===== config.mk =====
export PLATFORM = sky130hd
export DESIGN_NAME = button_event_ctrl
export DESIGN_NICKNAME = d
export VERILOG_FILES = /design/src/rtl/button_event_ctrl.sv
export SDC_FILE = /design/constraint.sdc
export NUM_CORES = 1
export LEC_CHECK = 0
export CAP_MARGIN = 15
export CORE_MARGIN = 2
export CORE_UTILIZATION = 51
export DETAILED_ROUTE_END_ITERATION = 10
export GPL_TIMING_DRIVEN = 1
export PLACE_DENSITY = 0.8
export SETUP_SLACK_MARGIN = 0.05
export SYNTH_ARGS = -nofsm -noshare
export SYNTH_HDL_FRONTEND = slang
export SYNTH_SLANG_ARGS = --single-unit

===== constraint.sdc =====
create_clock -name clk -period 4.8 [get_ports clk]
set_input_delay 0.96 -clock clk [delete_from_list [all_inputs] [get_ports clk]]
set_output_delay 0.96 -clock clk [all_outputs]
set_load 0.01 [all_outputs]

===== src/rtl/button_event_ctrl.sv =====
// rtl/button_event_ctrl.sv - debounce, one-shot press events, fixed-priority arbitration, event FIFO
// Optional auto-repeat while held is enabled by defining BUTTON_AUTO_REPEAT_EN.
module button_event_ctrl #(
    parameter int N_BTN      = 4,
    parameter int DB_LEN     = 5,
    parameter int HOLD_CYC   = 16,
    parameter int REPEAT_CYC = 8,
    parameter int FIFO_DEPTH = 4
) (
    input  logic                     clk,
    input  logic                     rst,
    input  logic [N_BTN-1:0]         pb,
    output logic                     ev_valid,
    input  logic                     ev_ready,
    output logic [$clog2(N_BTN)-1:0] ev_code,
    output logic                     ev_repeat,
    output logic [N_BTN-1:0]         held,
    output logic                     overflow
);
    localparam int CW = $clog2(N_BTN);
    localparam int AW = $clog2(FIFO_DEPTH);
`ifdef BUTTON_AUTO_REPEAT_EN
    localparam int EW = CW + 1;
`else
    localparam int EW = CW;
`endif

    logic [DB_LEN-1:0] sr_q [N_BTN];
    logic [N_BTN-1:0]  held_dly_q;
    logic [N_BTN-1:0]  rise;
    logic [N_BTN-1:0]  press_pend_q, press_pend_d, press_clr;
    logic [N_BTN-1:0]  req;
    logic              overflow_q, overflow_d;
    logic              sel_found;
    logic [CW-1:0]     sel_idx;
    logic              push, pop, full, empty;
    logic [EW-1:0]     entry, head;
    logic [EW-1:0]     mem_q [FIFO_DEPTH];
    logic [AW-1:0]     wr_q, rd_q;
    logic [AW:0]       cnt_q;

    always_comb begin
        for (int i = 0; i < N_BTN; i++) held[i] = &sr_q[i];
    end
    assign rise = held & ~held_dly_q;

    always_ff @(posedge clk) begin
        if (rst) begin
            for (int i = 0; i < N_BTN; i++) sr_q[i] <= '0;
            held_dly_q   <= '0;
            press_pend_q <= '0;
            overflow_q   <= 1'b0;
        end else begin
            for (int i = 0; i < N_BTN; i++) sr_q[i] <= {sr_q[i][DB_LEN-2:0], pb[i]};
            held_dly_q   <= held;
            press_pend_q <= press_pend_d;
            overflow_q   <= overflow_d;
        end
    end

`ifdef BUTTON_AUTO_REPEAT_EN
    localparam int RMAX = (HOLD_CYC > REPEAT_CYC) ? HOLD_CYC : REPEAT_CYC;
    localparam int RW   = $clog2(RMAX + 1);
    localparam logic [RW-1:0] HOLD_V = RW'(HOLD_CYC);
    localparam logic [RW-1:0] REP_V  = RW'(REPEAT_CYC);

    logic [RW-1:0]    hcnt_q [N_BTN];
    logic [N_BTN-1:0] started_q, tick;
    logic [N_BTN-1:0] rep_pend_q, rep_pend_d, rep_clr;
    logic             sel_rep;

    // hcnt counts held cycles; the first tick lands HOLD_CYC after the press edge, later ones every REPEAT_CYC
    always_comb begin
        for (int i = 0; i < N_BTN; i++)
            tick[i] = held[i] && (hcnt_q[i] == (started_q[i] ? REP_V : HOLD_V));
    end

    always_ff @(posedge clk) begin
        if (rst) begin
            for (int i = 0; i < N_BTN; i++) hcnt_q[i] <= '0;
            started_q  <= '0;
            rep_pend_q <= '0;
        end else begin
            for (int i = 0; i < N_BTN; i++) begin
                if (!held[i]) begin
                    hcnt_q[i]    <= '0;
                    started_q[i] <= 1'b0;
                end else if (tick[i]) begin
                    hcnt_q[i]    <= RW'(1);
                    started_q[i] <= 1'b1;
                end else begin
                    hcnt_q[i] <= hcnt_q[i] + RW'(1);
                end
            end
            rep_pend_q <= rep_pend_d;
        end
    end
    assign req = press_pend_q | rep_pend_q;
`else
    assign req = press_pend_q;
`endif

    // Lowest index wins; descending scan leaves the lowest requester selected
    always_comb begin
        sel_found = 1'b0;
        sel_idx   = '0;
`ifdef BUTTON_AUTO_REPEAT_EN
        sel_rep   = 1'b0;
`endif
        for (int i = N_BTN - 1; i >= 0; i--) begin
            if (req[i]) begin
                sel_found = 1'b1;
                sel_idx   = CW'(i);
`ifdef BUTTON_AUTO_REPEAT_EN
                sel_rep   = ~press_pend_q[i];
`endif
            end
        end
    end

    assign pop  = ev_valid & ev_ready;
    assign push = sel_found & (~full | pop);

    always_comb begin
        press_clr  = '0;
        overflow_d = overflow_q;
`ifdef BUTTON_AUTO_REPEAT_EN
        rep_clr = '0;
        entry   = {sel_rep, sel_idx};
        if (push && sel_rep) rep_clr[sel_idx] = 1'b1;
        else if (push)       press_clr[sel_idx] = 1'b1;
        rep_pend_d = (rep_pend_q & ~rep_clr) | tick;
        if (|(tick & rep_pend_q & ~rep_clr)) overflow_d = 1'b1;
`else
        entry = sel_idx;
        if (push) press_clr[sel_idx] = 1'b1;
`endif
        press_pend_d = (press_pend_q & ~press_clr) | rise;
        if (|(rise & press_pend_q & ~press_clr)) overflow_d = 1'b1;
    end

    assign full  = (cnt_q == (AW+1)'(FIFO_DEPTH));
    assign empty = (cnt_q == '0);

    always_ff @(posedge clk) begin
        if (push) mem_q[wr_q] <= entry;
    end

    always_ff @(posedge clk) begin
        if (rst) begin
            wr_q  <= '0;
            rd_q  <= '0;
            cnt_q <= '0;
        end else begin
            if (push) wr_q <= wr_q + AW'(1);
            if (pop)  rd_q <= rd_q + AW'(1);
            case ({push, pop})
                2'b10:   cnt_q <= cnt_q + (AW+1)'(1);
                2'b01:   cnt_q <= cnt_q - (AW+1)'(1);
                default: cnt_q <= cnt_q;
            endcase
        end
    end

    assign head     = empty ? '0 : mem_q[rd_q];
    assign ev_valid = ~empty;
    assign ev_code  = head[CW-1:0];
`ifdef BUTTON_AUTO_REPEAT_EN
    assign ev_repeat = head[CW];
`else
    assign ev_repeat = 1'b0;
`endif
    assign overflow = overflow_q;

endmodule


**Yosys cells after proc, flatten, opt, wreduce, memory -nomap -nowiden**

Memories as Yosys holds them, arrays and structs flattened. A register that Yosys moved wholly into a read port is not among the register bits.
Index checks and enable logic that the tools add are counted.

- Bits in registers: 16
- RAM bits: 28
- Bits of input ports: 7
- Memories kept: 2

- Add/subtract/negate cells: 4
- Order comparisons: 2
- Equal/unequal tests: 3
- Multiplexer cells: 24
- Bitwise gates (word level): 16
- Reduce and logical (&&, ||, !) cells: 8

Memories:

| memory | words | bits a word | read ports | clocked after Yosys merged registers in | wr ports | line | RTL |
|---|---|---|---|---|---|---|---|
| sr_q | 4 | 5 | 4 | 0 | 4 | 28 | `logic [DB_LEN-1:0] sr_q [N_BTN];` |
| mem_q | 4 | 2 | 1 | 1 | 1 | 38 | `logic [EW-1:0] mem_q [FIFO_DEPTH];` |

Operator list:

| operator | number |
|---|---|
| 5-bit 2-to-1 mux | 4 |
| 5-bit AND reduction | 4 |
| 4-bit AND | 4 |
| 2-bit 2-to-1 mux | 7 |
| 1-bit 2-to-1 mux | 10 |
| 4-bit NOT | 2 |
| 3-bit one-hot mux with 2 select lines | 1 |
| 1-bit bitwise OR | 5 |
| 2-bit by 1-bit adder with 2-bit output, second input constant | 2 |
| 4-bit 2-to-1 mux | 1 |
| 4-bit bitwise OR | 1 |
| 4-bit OR reduction | 1 |
| 3-bit by 1-bit adder with 3-bit output, second input constant | 1 |
| 3-bit == test, second input constant | 1 |
| 3-bit zero test | 1 |
| 2-bit by 3-bit less-than comparator with 1-bit output, second input constant | 1 |
| 3-bit by 1-bit subtractor with 3-bit output, second input constant | 1 |
| 1-bit AND | 2 |
| 1-bit demux with 2-bit select | 1 |
| 2-bit by 1-bit == test with 1-bit output, second input constant | 1 |
| 2-bit == test, second input constant | 1 |
| 2-bit by 1-bit greater-or-equal comparator with 1-bit output, second input constant | 1 |
| 1-bit NOT | 2 |
| 2-bit nonzero test | 1 |
| 1-bit logical AND | 1 |

**Logic depth before layout (Yosys ltp)**

- Depth after elaboration: 12
- Mapped depth: 9
- Mapped depth without buffers: 9

**Worst setup path before layout**

OpenSTA, ideal clock, no wires.

- Kind: input-to-reg
- From: in ev_ready
- To: reg cnt_q[2]
- Data arrival time: 2.608 ns
- Data required time: 4.729 ns
- Setup slack: 2.121 ns
- Stages: 9
- Path buffers: 0
- Cells stage by stage: nor4b_4 a21oi_1 inv_1 ha_1 inv_1 fa_1 xor2_1 or3_1 a21oi_1

- Longest elaborated chain between the ends: 5

RTL lines:

| element | line | RTL |
|---|---|---|
| start: declaration | 14 | `input logic ev_ready,` |
| 1-bit AND (*) | 121 | `assign pop = ev_valid & ev_ready;` |
| 1-bit bitwise OR | 122 | `assign push = sel_found & (~full \| pop);` |
| 1-bit AND | 122 |  |
| 2-bit by 1-bit == test with 1-bit output or 2-bit == test (tied branches) | 157 | `case ({push, pop})` |
| 3-bit one-hot mux with 2 select lines or 2-bit nonzero test (tied branches) | n/a |  |
| end signal: assignment | 158 | `2'b10: cnt_q <= cnt_q + (AW+1)'(1);` |
| end signal: assignment | 159 | `2'b01: cnt_q <= cnt_q - (AW+1)'(1);` |
| end signal: assignment | 160 | `default: cnt_q <= cnt_q;` |
| end: declaration | 40 | `logic [AW:0] cnt_q;` |

Every way passes the cells marked *; elsewhere a longest branch is shown, timed or not.
A chain may end at the register's enable or synchronous reset.

**Worst setup path after layout**

Ends and elaborated chain as after synthesis.

==> impl_metrics.yaml <==
placed_design:
  post-dp-hpwl_mm: 1.75
  portBuffers: 14
  place_inst: 211
  gp_congestion: 0.703
outcome:
  status: "complete, no violations"
logic_synthesis:
  synth_edf_count: 8
  synthMostInstantiatedCell: "dfxtp_1"
  synth_area_leaders: "dfxtp_1 (45%), edfxtp_1 (14%), nor2b_1 (7.3%), nor2_1 (3.7%), ha_1 (3.7%)"
  synthFlopType: "dfxtp_1"
  synth_top_area_cell: "dfxtp_1"
  synth_cell_types: 29
  syn_area_um2: 1710
  synth_warnings: 0
  synthTopCellsByCount: "dfxtp_1 (38), nor2b_1 (20), nor2_1 (17)"
  synthArstFlopShare_pct: 0
  syn_inst: 156
  yosys.area.top_type_share_pct: 44.6
  synth-seq-cells: 46
  avgSynthCellArea_um2: 10.9
  synth_nets: 169
  ys_seq_area_share_pct: 58.7
layout:
  fin_cells: 220
  syn_to_final_growth_pct: 15.6
  nNetsFinal: 186
  drive_gt1_share_pct: 8.62
  antenna_cells: 0
setup_path:
  crit_required_ps: 5070
  cp_slowest_cell: "clkdlybuf4s50_1"
  critPathLaunch: "ev_ready"
  crit_type: "input pin to flop"
  start_kind: "input pin"
  worst_ep_arrival_time_ps: 3270
  crit_fanout: 7
  regToRegSetupSlack_ps: 2460
  endpoint_kind: "flop"
  timing.rr.end: "cnt_q[2]"
  cp-endpoint: "cnt_q[2]"
  critPathMaxStageDelay_ps: 470
  path_cells: "clkdlybuf4s50_1 > nor4b_4 > a21oi_1 > inv_1 > ha_1 > inv_1 > fa_1 > xor2_1 > or3_1 > a21oi_1"
  worst_r2r_path_depth: 9
  regToRegStartpoint: "cnt_q[0]"
timing:
  fin_skew_ps: 8.93
  worstMarginPinSlew_ps: 722
  timing.hold.ws_ps: 469
  setup_viol: 0
  max_freq_ghz: 0.334
  slew_headroom_pct: 51.7
  setup_tns_ps: 0
  drv_slew: 0
  hold_viol_final: 0
  rsz0062_at_grt: "no"
  period_share_pct: 62.4
  period_needed_ps: 3000
detailed_routing:
  drt_wl_total_mm: 2.34
  post_drt_wl_per_cell_um: 10.6
  drc: 0
  viasPerCell: 4.77
  ant_nets: 0
  drt_iter0_drc: 35
  vias: 1049
  first_pass_iters: 4
pwr:
  powerDensity_nw_per_um2: 313
  power.leakage_nw: 0.715
  worst_ir_drop_vdd_mv: 0.210
  totalPowerFinal_mw: 0.618
clock_network:
  clkTransAtPathRegs_ps: 120
  cts_buffers: 5
  cts.sinks: 46
  h-tree-depth: 2
  cts_root_buf: "clkbuf_4"
  post_cts_resized: 0
  clock_latency_ps: 340
  cts_hold_buf: 0
  cts_setup_buffers: 0
  cts_tree: "yes"
  cts_buffer_depth: 2
run:
  max_cap_violations: 0
die:
  fp.dieArea_um2: 3820
  die_y_um: 61.8
  dieWidth_um: 61.8
  num_io_pins: 16
  core_um2: 3280
  rows: 21
  start_util_pct: 52.0
min_path:
  hold_path_class: "flop to flop"
global_route:
  grt_max_degree: 38
  grt_pass1_wl_mm: 3.96
  grt_usage_pct: 14.7
  grt_antenna_before_repair: 0
  globalRoute.totalOverflow: 0
  grt_pass1_vias: 989
## placed cells by master (no fill, tap or decap), types with 2 or more instances in the layout
| cell | Yosys | routed |
|---|---|---|
| nor3_1 | 4 | 4 |
| edfxtp_1 | 8 | 8 |
| nand2_1 | 3 | 3 |
| ha_1 | 5 | 5 |
| clkdlybuf4s50_1 | 0 | 14 |
| or3_1 | 4 | 4 |
| nand3_1 | 6 | 6 |
| clkbuf_4 | 0 | 5 |
| nor2b_1 | 20 | 20 |
| o21ai_0 | 2 | 2 |
| xnor2_1 | 2 | 2 |
| a21oi_1 | 7 | 7 |
| or2_2 | 2 | 2 |
| and2_1 | 7 | 7 |
| xor2_1 | 3 | 3 |
| and3_1 | 2 | 2 |
| dfxtp_1 | 38 | 38 |
| mux4_2 | 2 | 2 |
| nor2_1 | 17 | 17 |
| inv_1 | 10 | 10 |
## worst max-delay path: cells and delay by family
family          cells  cell delay [ps]
buf+inv             3              630
compound gates      2              340
xor+xnor            1              160
simple gates        2              640
fa+ha+maj           2              550
## cell families (layout without fill, tap and decap cells)
logic type	Yosys count	count (layout)	share of synthesized area, %
xor gates and xnor gates	5	5	2.57
AOI/OAI and AO/OA	13	13	5.06
muxes	3	3	3.23
and+or+nand+nor	67	67	21.9
DFF	46	46	58.7
adders and majority gates	6	6	4.84
other	1	1	0.220
buffers and inverters	15	33	3.52
## how the worst min path moves through the flow
| stage | from | endpoint | slack (ps) | depth (start not counted) |
|---|---|---|---|---|
| 2_1_floorplan | sr_q[0][1] | sr_q[0][2] | 430 | 1 |
| 3_3_place_gp | sr_q[0][1] | sr_q[0][2] | 440 | 1 |
| 3_5_place_dp | sr_q[0][1] | sr_q[0][2] | 450 | 1 |
| 4_1_cts | sr_q[0][1] | sr_q[0][2] | 470 | 1 |
| 5_1_grt | sr_q[0][1] | sr_q[0][2] | 480 | 1 |
| 6_report | sr_q[0][1] | sr_q[0][2] | 470 | 1 |
## final cells by class
| cell class | instances | area (um^2) |
|---|---|---|
| Timing Repair Buffer | 15 | 155 |
| Sequential cell | 46 | 1000 |
| Tap cell | 46 | 57.6 |
| Fill cell | 276 | 1310 |
| Clock inverter | 2 | 13.8 |
| Inverter | 10 | 37.5 |
| Clock buffer | 6 | 62.6 |
| Multi-Input combinational cell | 95 | 646 |
## routing by layer
metal	GRT usage (%)	vias to the layer above	share of wire [%]
met5	0	-	0
met2	25.7	16	52
met4	5.47	0	1.1
met1	15.8	483	42
li1	-	548	-
met3	6.21	2	4.5
## power by group
group / switching (mW) / internal, mW / total [mW]
logic: 0.00663 / 0.00808 / 0.0147
clock network: 0.116 / 0.0899 / 0.206
registers: 0.00191 / 0.396 / 0.398
## sequential cells by signal, indices dropped and copies added (netlist names), named ones only
register and flops:
mem_q 8, press_pend_q 4, cnt_q 3, sr_q 20, held_dly_q 4, rd_q 2
overflow 1, wr_q 2
## stage by stage
| stage | setup slack (ps) | cell area (um^2) | util [%] |
|---|---|---|---|
| 6_report | 1800 | 1970 | 60.1 |
| 5_1_grt | 1660 | 1970 | 60.1 |
| 4_1_cts | 1770 | 1960 | 59.6 |
| 3_5_place_dp | 1410 | 1880 | 57.3 |
| 3_3_place_gp | 1530 | 1880 | 57.3 |
| 2_1_floorplan | 2120 | 1710 | - |
Power figures use the tool's default switching activity.
